## config.mk

```make
export PLATFORM = sky130hd
export DESIGN_NAME = alu_result_serializer
export DESIGN_NICKNAME = d
export VERILOG_FILES = /design/src/rtl/alu_result_serializer.sv
export SDC_FILE = /design/constraint.sdc
export NUM_CORES = 1
export LEC_CHECK = 0
export ABC_AREA = 1
export CELL_PAD_IN_SITES_DETAIL_PLACEMENT = 1
export CELL_PAD_IN_SITES_GLOBAL_PLACEMENT = 2
export CORE_MARGIN = 1
export CORE_UTILIZATION = 30
export CTS_CLUSTER_DIAMETER = 150
export CTS_CLUSTER_SIZE = 14
export DETAILED_ROUTE_END_ITERATION = 16
export HOLD_SLACK_MARGIN = 0.12
export PLACE_DENSITY_LB_ADDON = 0.1
export SLEW_MARGIN = 20
export SYNTH_ARGS = -nofsm -noshare
export SYNTH_HDL_FRONTEND = slang
export SYNTH_SLANG_ARGS = --single-unit
```

## constraint.sdc

```tcl
create_clock -name clk -period 4.49 [get_ports clk]
set_clock_uncertainty 0.1 [all_clocks]
set_input_delay 1.1225 -clock clk [delete_from_list [all_inputs] [get_ports clk]]
set_output_delay 1.1225 -clock clk [all_outputs]
set_load 0.005 [all_outputs]
```

## src/rtl/alu_result_serializer.sv

```systemverilog
// Output stage behind the multi-cycle ALU core: captures one wide result and
// streams it LSB chunk first as 1..MAX_BEATS beats with valid/ready on both sides.
module alu_result_serializer #(
   parameter int RESULT_BUS_WIDTH      = 16,
   parameter int RESULT_MAX_DATA_WIDTH = 64,
   parameter int MAX_BEATS             = RESULT_MAX_DATA_WIDTH / RESULT_BUS_WIDTH
) (
   input  logic                             clk,
   input  logic                             rst,
   input  logic                             res_valid,
   output logic                             res_ready,
   input  logic [RESULT_MAX_DATA_WIDTH-1:0] res_data,
   input  logic [2:0]                       res_nbeats,
   output logic                             out_valid,
   input  logic                             out_ready,
   output logic [RESULT_BUS_WIDTH-1:0]      out_data,
   output logic                             out_last,
   output logic                             busy
);

   localparam int CW = $clog2(MAX_BEATS + 1);

   typedef enum logic {
      IDLE = 1'b0,
      SEND = 1'b1
   } state_e;

   state_e                           state_q, state_d;
   logic [RESULT_MAX_DATA_WIDTH-1:0] shift_q, shift_d;
   logic [CW-1:0]                    beats_left_q, beats_left_d;
   logic                             out_valid_q, out_valid_d;
   logic [RESULT_BUS_WIDTH-1:0]      out_data_q, out_data_d;
   logic                             out_last_q, out_last_d;

   logic                             capture;
   logic                             beat_accept;
   logic [CW-1:0]                    n_eff;
   logic [RESULT_MAX_DATA_WIDTH-1:0] shift_next;

   // A consumer taking the final beat frees the stage in the same cycle, so a
   // waiting result can be captured without a bubble.
   assign res_ready   = (state_q == IDLE) || (out_valid_q && out_last_q && out_ready);
   assign capture     = res_valid && res_ready;
   assign beat_accept = out_valid_q && out_ready;
   assign shift_next  = shift_q >> RESULT_BUS_WIDTH;

   always_comb begin
      if (res_nbeats == 3'd0) begin
         n_eff = CW'(1);
      end else if (int'(res_nbeats) > MAX_BEATS) begin
         n_eff = CW'(MAX_BEATS);
      end else begin
         n_eff = CW'(res_nbeats);
      end
   end

   always_comb begin
      // NOTE: every _d starts from its _q so no path leaves a signal unassigned
      // (which would infer a latch) and "hold" is the implicit default.
      state_d      = state_q;
      shift_d      = shift_q;
      beats_left_d = beats_left_q;
      out_valid_d  = out_valid_q;
      out_data_d   = out_data_q;
      out_last_d   = out_last_q;

      if (beat_accept) begin
         if (out_last_q) begin
            state_d      = IDLE;
            out_valid_d  = 1'b0;
            out_last_d   = 1'b0;
            beats_left_d = '0;
         end else begin
            shift_d      = shift_next;
            out_data_d   = shift_next[RESULT_BUS_WIDTH-1:0];
            beats_left_d = beats_left_q - CW'(1);
            out_last_d   = (beats_left_q == CW'(2));
         end
      end

      // Capture wins over the last-beat teardown above (back-to-back handover).
      if (capture) begin
         state_d      = SEND;
         shift_d      = res_data;
         beats_left_d = n_eff;
         out_valid_d  = 1'b1;
         out_data_d   = res_data[RESULT_BUS_WIDTH-1:0];
         out_last_d   = (n_eff == CW'(1));
      end
   end

   // NOTE: non-blocking assignments here so every flop samples the pre-edge
   // value of every other flop, independent of statement order.
   always_ff @(posedge clk or posedge rst) begin
      if (rst) begin
         state_q      <= IDLE;
         shift_q      <= '0;
         beats_left_q <= '0;
         out_valid_q  <= 1'b0;
         out_data_q   <= '0;
         out_last_q   <= 1'b0;
      end else begin
         state_q      <= state_d;
         shift_q      <= shift_d;
         beats_left_q <= beats_left_d;
         out_valid_q  <= out_valid_d;
         out_data_q   <= out_data_d;
         out_last_q   <= out_last_d;
      end
   end

   assign out_valid = out_valid_q;
   assign out_data  = out_data_q;
   assign out_last  = out_last_q;
   assign busy      = (state_q == SEND);

endmodule

```

==> flow_metrics.py, run 1 <==
metrics = {
    "status": {
        "outcome": "complete, no violations",
    },
    "cells_and_area": {
        "mostFrequentLayoutCells": "223 x nand2_1, 119 x nand3_1, 89 x clkdlybuf4s50_1",
        "finalNetCount": 638,
        "syn2layout_area_growth_pct": 29.37,
        "post-route-util_pct": 40.35,
        "final_area_um2": 4927,
        "ff_latch_area_um2": 1727,
        "fillCellCount": 1524,
        "drive_gt1_share_pct": 8.772,
        "layout_commonest_cell": "nand2_1",
        "num_antenna_cells": 0,
        "multiInputGateArea_um2": 1678,
    },
    "routing": {
        "post-route-drc-count": 0,
        "routed_via_density": 4.588,
        "num_vias": 3386,
        "wirelength_mm": 10.50,
        "drtPass1Iterations": 4,
        "drt_first_iter_violations": 167,
        "ant_nets": 0,
        "wl_per_cell_um": 14.23,
    },
    "critical_path": {
        "cp_max_fo": 2,
        "critPathKind": "in2out",
        "end_kind": "output port",
        "cp_data_arrival_time_ps": 2280,
        "start_kind": "input port",
        "cp.required_ps": 3270,
    },
    "clock_tree": {
        "cts_made_buffers": 9,
        "cts.path.max_buffers": 2,
        "cts_post_setup_buffers_inserted": 0,
        "cts_tree": "yes",
        "cts.reportedPaths.clkPinSlew_ps": 50,
        "cts_root_buf": "clkbuf_16",
        "insertion_delay_ps": 330,
        "cts_sinks": 69,
        "cts-resized-gates": 0,
        "postCtsHoldBufs": 0,
        "htree_num_levels": 3,
    },
    "placed_design": {
        "place_area_um2": 4601,
        "place_ws_ps": 941.3,
        "dp_hpwl_mm": 6.957,
        "io_buffers": 90,
        "place_congestion": 0.7321,
    },
    "logic_synthesis": {
        "synth_compound_area_share_pct": 0.1971,
        "yosysUniqueCellTypes": 16,
        "synth_top_area_share_pct": 45.34,
        "ys_warn_count": 0,
        "ys_ff_latch": 69,
        "synth_xor_area_share_pct": 0,
        "synthMuxAreaShare_pct": 0,
        "synth.area.top_cells": "dfrtp_1 45%, nand2_1 22%, nand3_1 16%, buf_4 5.3%, nand2_2 3.1%",
        "synth_top_family_by_area": "simple AND/OR/NAND/NOR gates",
        "synth-seq-area-share_pct": 45.34,
        "postSynthCellCount": 510,
        "yosys.area.top_type": "dfrtp_1",
        "syn_area_um2": 3809,
        "synth_area_per_cell_um2": 7.468,
        "synth-simple-area-share_pct": 43.20,
        "synthesis.nets": 583,
        "synthAdderAreaFrac_pct": 0.6570,
    },
    "die": {
        "die_w_um": 114.7,
        "die_h_um": 114.7,
        "rows": 40,
        "io_pins": 91,
        "core-area_um2": 12210,
        "fp.dieArea_um2": 13150,
        "start_util_pct": 31.19,
    },
    "timing": {
        "hold_viol": 0,
        "min_period_over_period_pct": 78.09,
        "setup_tns_ps": 0,
        "relSlewSlack_pct": 46.94,
        "tightest_slew_ps": 795.9,
        "setup_viol_count_final": 0,
        "final_max_slew_viol_count": 0,
        "fin_crit_ps": 3506,
        "rsz0062_at_grt": "false",
        "hold_ws_ps": 396.4,
        "max_freq_mhz": 285.2,
        "worst_slack_ps": 983.9,
    },
    "global_route": {
        "grt_pass1_vias": 3496,
        "grt_util_all_layers_pct": 17.42,
        "grt_max_degree": 78,
        "grt_pass1_wl_mm": 17.62,
        "overflow": 0,
        "grt_antenna_before_repair": 0,
    },
    "power_and_ir_drop": {
        "ir_drop_mv": 0.2287,
        "p_per_area_nw_per_um2": 604.8,
        "pwr-share-comb_pct": 41.5,
        "switching_share_pct": 39.09,
        "switchingPower_mw": 1.165,
        "power_frac_seq_pct": 32.5,
        "pwr-share-clk_pct": 26.0,
        "intPower_mw": 1.815,
        "p_leak_nw": 2.574,
    },
    "flow_run": {
        "cap_violations": 0,
    },
    "min_path": {
        "min_path_type": "reg2reg",
    },
}
==> kinds of logic after synthesis <==
kind of cell	Yosys count
AOI/OAI and AO/OA	1
adders and majority gates	2
buffers and inverters	63
DFF	69
and+or+nand+nor	375
==> synth_stat cells, drive strengths merged <==
cell	number
nand3b	1
nand3	119
clkbuf	3
buf	50
inv	10
o21bai	1
dfrtp	69
nor2	8
nand2	247
ha	2
==> power by group through the flow <==
stage	clock network [mW]	registers, mW	logic (mW)
after floorplan	0	0.946	1.02
after global placement	0	0.977	1.23
after detailed placement	0	0.983	1.26
after CTS	0.798	0.972	1.27
after global routing	0.825	1.00	1.42
final	0.775	0.969	1.24
==> critical path, stage by stage <==
cell	delay (ps)
clkdlybuf4s50_1	470
nand2_1	60
nand2_2	70
clkdlybuf4s50_1	560
==> final cells by class <==
| class | instances | share of cell area (%) |
|---|---|---|
| Tap cell | 168 | 4.266 |
| Multi-Input combinational cell | 378 | 34.05 |
| Clock inverter | 4 | 1.422 |
| Clock buffer | 12 | 5.206 |
| Timing Repair Buffer | 97 | 19.25 |
| Sequential cell | 69 | 35.04 |
| Inverter | 10 | 0.7618 |
==> through the flow <==
step           power (mW)  instances
3_5_place_dp        2.245        722
3_3_place_gp        2.208        722
6_report            2.980        738
5_1_grt             3.249        738
2_1_floorplan       1.963        510
4_1_cts             3.040        738
==> layer usage <==
metal | track usage (%) | vias up | wire (µm) | part of all wire [%]
met1 | 22.44 | 1604 | 5018 | 48
met2 | 28.65 | 62 | 4996 | 48
met3 | 4.023 | 8 | 364 | 3.5
met4 | 5.974 | 0 | 119 | 1.1
met5 | 0 | - | 0 | 0
li1 | - | 1712 | - | -
==> path summary, 6_finish.rpt <==
check	from	to	slack (ps)	cells after the start
setup / recovery	out_ready	res_ready	980	4
hold / removal	shift_q[54]$_DFFE_PP0P_	shift_q[54]$_DFFE_PP0P_	400	2
setup reg to reg	out_last$_DFFE_PP0P_	shift_q[49]$_DFFE_PP0P_	2090	8
hold reg to reg	shift_q[54]$_DFFE_PP0P_	shift_q[54]$_DFFE_PP0P_	400	2
max in group asynchronous	rst	shift_q[35]$_DFFE_PP0P_	2500	3
min in group asynchronous	rst	shift_q[15]$_DFFE_PP0P_	1020	2
==> state kept, by name (all words and copies together) (netlist names) <==
signal / cells
out_last: 1
out_valid: 1
shift_q: 64
beats_left_q: 3
(Power assumes the default switching activity.)
==> run 2: changes to the inputs <==
--- a/config.mk
+++ b/config.mk
@@ -9,7 +9,7 @@
 export CELL_PAD_IN_SITES_DETAIL_PLACEMENT = 1
 export CELL_PAD_IN_SITES_GLOBAL_PLACEMENT = 2
 export CORE_MARGIN = 1
-export CORE_UTILIZATION = 30
+export CORE_UTILIZATION = 25
 export CTS_CLUSTER_DIAMETER = 150
 export CTS_CLUSTER_SIZE = 14
 export DETAILED_ROUTE_END_ITERATION = 16
==> constraint.sdc (replaced) <==
create_clock -name clk -period 3.1 [get_ports clk]
set_clock_uncertainty 0.1 [all_clocks]
set_input_delay 0.775 -clock clk [delete_from_list [all_inputs] [get_ports clk]]
set_output_delay 0.775 -clock clk [all_outputs]
set_load 0.005 [all_outputs]
==> run 2 against run 1 <==
The flow now finishes with violations (DRC). Clock-buffer cell count rose by 3. Core utilization fell by 6.7 points. Sequential power rose by 44%. Hold slack barely moved. Highest routed layer unchanged.
==> flow_metrics.py, run 2 (synthesis gave the netlist of run 1 again) <==
metrics = {
    "timing": {
        "rsz0062_at_grt": "false",
        "hold_viol": 0,
        "fin_crit_ps": 2806,
        "min_period_over_period_pct": 90.53,
        "tightest_slew_ps": 658.6,
        "setup_viol_count_final": 0,
        "max_freq_mhz": 356.3,
        "relSlewSlack_pct": 56.10,
        "setup_tns_ps": 0,
        "worst_slack_ps": 293.6,
        "final_max_slew_viol_count": 0,
    },
    "power_and_ir_drop": {
        "pwr-share-clk_pct": 22.6,
        "p_per_area_nw_per_um2": 849.2,
        "switching_share_pct": 40.35,
        "p_leak_nw": 2.571,
        "pwr-share-comb_pct": 43.9,
        "ir_drop_mv": 0.3657,
        "switchingPower_mw": 1.694,
        "intPower_mw": 2.505,
        "power_frac_seq_pct": 33.4,
    },
    "routing": {
        "post-route-drc-count": 5,
        "drtPass1Iterations": 12,
        "wl_per_cell_um": 14.61,
        "wirelength_mm": 11.05,
        "routed_via_density": 4.446,
        "drt_first_iter_violations": 236,
        "ant_nets": 0,
        "num_vias": 3361,
    },
    "clock_tree": {
        "cts_sinks": 69,
        "cts-resized-gates": 0,
        "cts_made_buffers": 9,
        "cts_tree": "yes",
        "cts.reportedPaths.clkPinSlew_ps": 50,
        "cts_root_buf": "clkbuf_16",
        "insertion_delay_ps": 330,
        "cts.path.max_buffers": 2,
        "postCtsHoldBufs": 0,
        "htree_num_levels": 3,
        "cts_post_setup_buffers_inserted": 0,
    },
    "cells_and_area": {
        "largest_register_ffs": 64,
        "num_antenna_cells": 0,
        "mostFrequentLayoutCells": "223 x nand2_1, 119 x nand3_1, 89 x clkdlybuf4s50_1",
        "layout_commonest_cell": "nand2_1",
        "finalNetCount": 640,
        "syn2layout_area_growth_pct": 29.86,
        "largest_register": "shift_q",
        "drive_gt1_share_pct": 8.566,
        "post-route-util_pct": 33.65,
        "top_regs": "shift_q x64, beats_left_q x3",
        "fin_cells": 756,
    },
    "global_route": {
        "grt_pass1_vias": 3642,
        "grt_max_degree": 84,
        "grt_antenna_before_repair": 0,
        "overflow": 0,
        "grt_pass1_wl_mm": 18.97,
        "grt_util_all_layers_pct": 15.29,
    },
    "die": {
        "die_w_um": 125.4,
        "fp.dieArea_um2": 15730,
        "start_util_pct": 25.91,
        "core-area_um2": 14700,
        "io_pins": 91,
        "rows": 44,
        "die_h_um": 125.4,
    },
    "flow_run": {
        "cap_violations": 0,
    },
    "critical_path": {
        "start_kind": "input port",
        "end_kind": "output port",
        "r2r-start": "out_last$_DFFE_PP0P_",
        "reg2regPathDepth": 7,
        "cp.required_ps": 2220,
        "rr_endpoint": "shift_q[23]$_DFFE_PP0P_",
        "startpoint": "out_ready",
        "cp_data_arrival_time_ps": 1930,
        "cp_max_fo": 2,
        "regToRegSetupSlack_ps": 1180,
        "critical_path.endpoint": "res_ready",
        "critPathKind": "in2out",
    },
    "min_path": {
        "min_path_type": "reg2reg",
        "hold_path_depth": 2,
    },
    "status": {
        "violations": "DRC",
        "outcome": "finished, violations left",
    },
    "placed_design": {
        "io_buffers": 90,
        "placedCellCount": 740,
        "place_ws_ps": 290.1,
        "place_congestion": 0.6993,
        "dp_hpwl_mm": 7.486,
    },
}
-- run 2: cell count changes in the layout (fill, tap and decap cells not counted) --
cell	previous run	this run
buf_12	0	3
buf_4	7	6
bufinv_16	2	0
clkbuf_1	1	4
clkinv_2	2	1
-- run 2: final cells by class --
cell class	count	area (µm²)
clock buffer	15	267.8
clock inverter	1	5.005
fill	1763	9753
inverter	10	37.54
multi-input combinational	378	1678
sequential	69	1727
tap	184	230.2
timing repair buffer	99	1001
-- run 2: metrics by stage --
stage	total power, mW	hold WS, ps	instance area, µm²
6_report	4.200	396.1	4946
5_1_grt	4.609	422.2	4946
2_1_floorplan	2.844	369.0	3809
4_1_cts	4.296	402.0	4946
3_3_place_gp	3.276	389.5	4673
3_5_place_dp	3.314	389.5	4673
-- run 2: layer usage --
| layer | up-vias | global-route usage [%] | routed length [µm] |
|---|---|---|---|
| li1 | 1718 | - | - |
| met1 | 1573 | 20.53 | 5441 |
| met2 | 60 | 24.44 | 5145 |
| met3 | 10 | 2.953 | 332 |
| met4 | 0 | 5.380 | 126 |
| met5 | - | 0 | 0 |
-- run 2: worst max-delay path, stage by stage --
cell and delay (ps):
clkdlybuf4s50_1 480, nand2_1 70, nand2_2 100, clkdlybuf4s50_1 510
-- run 2: worst min-delay path by stage --
| stage | endpoint | startpoint | slack [ps] |
|---|---|---|---|
| detailed placement | shift_q[53]$_DFFE_PP0P_ | shift_q[53]$_DFFE_PP0P_ | 390 |
| CTS | shift_q[53]$_DFFE_PP0P_ | shift_q[53]$_DFFE_PP0P_ | 400 |
| floorplan | shift_q[48]$_DFFE_PP0P_ | shift_q[48]$_DFFE_PP0P_ | 370 |
| finish | shift_q[53]$_DFFE_PP0P_ | shift_q[53]$_DFFE_PP0P_ | 400 |
| global placement | shift_q[49]$_DFFE_PP0P_ | shift_q[49]$_DFFE_PP0P_ | 390 |
| global route | shift_q[49]$_DFFE_PP0P_ | shift_q[49]$_DFFE_PP0P_ | 420 |
-- run 2: power groups by stage --
stage                     clock network (mW)  registers [mW]  logic [mW]
after global placement                     0            1.42        1.86
after CTS                              0.988            1.41        1.90
after floorplan                            0            1.37        1.47
final                                  0.951            1.40        1.85
after detailed placement                   0            1.43        1.89
after global routing                    1.02            1.45        2.14
==> RTL edit, RTL diff (config.mk and constraints of run 2) <==
Reset style: synchronous (`rst`), changed in one clocked block.
--- a/src/rtl/alu_result_serializer.sv
+++ b/src/rtl/alu_result_serializer.sv
@@ -91,7 +91,7 @@
 
    // NOTE: non-blocking assignments here so every flop samples the pre-edge
    // value of every other flop, independent of statement order.
-   always_ff @(posedge clk or posedge rst) begin
+   always_ff @(posedge clk) begin
       if (rst) begin
          state_q      <= IDLE;
          shift_q      <= '0;
Formal check against the unedited RTL: differs if rst is asserted again (counterexample within 4 cycles, from zero or initial values and one cycle with rst high); with rst held inactive, the same outputs for 10 cycles.
==> RTL edit against run 2 <==
Final cell count up 6.7%. Non-clock buffer count unchanged. Sequential cell count unchanged. Synthesized area down 4.6%. Register-to-register slack worse by 0.15 ns. Die area down 4.5%. Setup slack worse by 0.077 ns. Global-route usage up 0.84 points. Cell area down 2.1%. Wire length up 2.9%. Critical path type unchanged. Highest routed layer unchanged.
Power is not compared: it rests on default switching activity, and its combinational part moved more than twofold at a synthesized area within 25%.
==> RTL edit: results (changes against run 2) <==
.. list-table::
   :header-rows: 1

   * - Metric
     - Value
   * - Wirelength per Cell
     - 14.1 um (-3.6%)
   * - Parity-gate share of the synthesized area counting xor and xnor cells
     - 0.00241 (+0.00241)
   * - Post-synthesis async set-or-reset flop share
     - 0 (-1.00)
   * - Distinct cell type count after synthesis
     - 20 (+4)
   * - Vias in the first global route
     - 3652 (+0.27%)
   * - Sequential fraction of the synthesis area
     - 0.380 (-0.0732)
   * - Count of cells along the worst register-to-register path
     - 9 (+2)
   * - Largest registers
     - shift_q x64, beats_left_q x3
   * - Cells taking the most area after synthesis
     - sky130_fd_sc_hd__dfxtp_1 38%, sky130_fd_sc_hd__nand2_1 15%, sky130_fd_sc_hd__nand3_1 14%
   * - Adder-cell share of the synthesized area
     - 0.00689 (+0.000317)
   * - Ant. Diodes
     - 0 (unchanged)
   * - Internal reg-to-reg setup slack
     - 1.03 ns (-0.15 ns)
   * - Post-placement cell area
     - 4530 um2 (-3.1%)
   * - Origin of the worst min-delay path
     - shift_q[57]
   * - Wire length of the first global-routing pass
     - 18400 um (-2.8%)
   * - First-pass iteration count of the detailed router
     - 4 (-8)
   * - Reg-to-reg critical path endpoint
     - shift_q[7]
   * - Outcome
     - finished clean
   * - Syn nets
     - 638 (+9.4%)
   * - Filler Cell Count
     - 1731 (-1.8%)
   * - Proportion of layout cells with a drive suffix above 1
     - 0.0558 (-0.0298)
   * - End point of the most critical hold path
     - shift_q[57]
   * - Hold Path Cell Cnt
     - 2 (unchanged)
   * - Vias after detailed routing
     - 3556 (+5.8%)
   * - Reg2Reg Launch Point
     - out_last
   * - Final weighted congestion in routability-driven placement
     - 0.715 (+2.2%)
   * - Port-buffer cells
     - 90 (unchanged)
   * - Pin count of the biggest net entering global routing
     - 54 (-36%)
   * - Gr usage total
     - 0.161 (+0.00843)
   * - Relative slew slack
     - 0.599 (+0.0381)
   * - Half-perimeter wire length after placement
     - 7660 um (+2.4%)
   * - Total number of nets in the final design
     - 695 (+8.6%)
   * - Post-synth top cells
     - 143 x sky130_fd_sc_hd__nand2_1, 110 x sky130_fd_sc_hd__inv_1, 102 x sky130_fd_sc_hd__nand3_1
   * - Iteration-0 DRC Markers
     - 141 (-40%)
   * - Fraction of the mapped netlist area in compound gates
     - 0.104 (+0.102)
   * - Antenna violations before repair
     - 0 (unchanged)
   * - CP max FO
     - 3 (+1)
## RTL edit: cell families (layout without fill, tap and decap cells)
| logic type | after synthesis | in the layout |
|---|---|---|
| and+or+nand+nor | 254 | 254 |
| buffers and inverters | 166 | 228 |
| AOI/OAI and AO/OA | 73 | 73 |
| DFF | 69 | 69 |
| adders and majority gates | 2 | 2 |
| xor gates and xnor gates | 1 | 1 |
## RTL edit: final cells by class
| class | instances | area, um2 | share of cell area |
|---|---|---|---|
| repair buffers | 99 | 983 | 0.203 |
| clock inverters | 4 | 45.0 | 0.00930 |
| multi-input cells | 330 | 1520 | 0.313 |
| well taps | 180 | 225 | 0.0465 |
| inverters | 113 | 424 | 0.0876 |
| flip-flops and latches | 69 | 1380 | 0.285 |
| clock buffers | 12 | 267 | 0.0551 |
## RTL edit: worst max-delay path by stage
stage                  end  slack, ns  depth (start not counted)
2_1_floorplan    res_ready       1.10                          3
6_report         res_ready       0.22                          4
3_5_place_dp   shift_q[44]       0.12                         10
3_3_place_gp     res_ready       0.19                          4
5_1_grt          res_ready       0.16                          4
4_1_cts          res_ready       0.18                          4
## RTL edit: power by group through the flow
| stage | logic [mW] | registers (mW) | clock network [mW] |
|---|---|---|---|
| finish | 0.561 | 1.03 | 1.09 |
| detailed placement | 0.570 | 1.05 | 0 |
| floorplan | 0.368 | 1.03 | 0 |
| global placement | 0.562 | 1.05 | 0 |
| CTS | 0.573 | 1.03 | 1.12 |
| global route | 0.640 | 1.04 | 1.16 |
## RTL edit: worst max-delay path, cell delays in order
cell                              delay, ns
sky130_fd_sc_hd__clkdlybuf4s50_1       0.51
sky130_fd_sc_hd__nand2_2               0.11
sky130_fd_sc_hd__nand2_4               0.08
sky130_fd_sc_hd__clkdlybuf4s50_1       0.53
## RTL edit: through the flow
| stage | std cells | worst slack (ns) | hold slack [ns] |
|---|---|---|---|
| 2_1_floorplan | 565 | 1.10 | 0.340 |
| 3_3_place_gp | 791 | 0.192 | 0.352 |
| 3_5_place_dp | 791 | 0.121 | 0.354 |
| 4_1_cts | 807 | 0.182 | 0.363 |
| 5_1_grt | 807 | 0.159 | 0.384 |
| 6_report | 807 | 0.217 | 0.364 |
## RTL edit: layer usage
layer	wire length, um	vias to the layer above	global-route usage
met5	0	-	0
met3	370	10	0.0246
met1	5620	1654	0.206
li1	-	1833	-
met4	184	0	0.0663
met2	5190	59	0.270
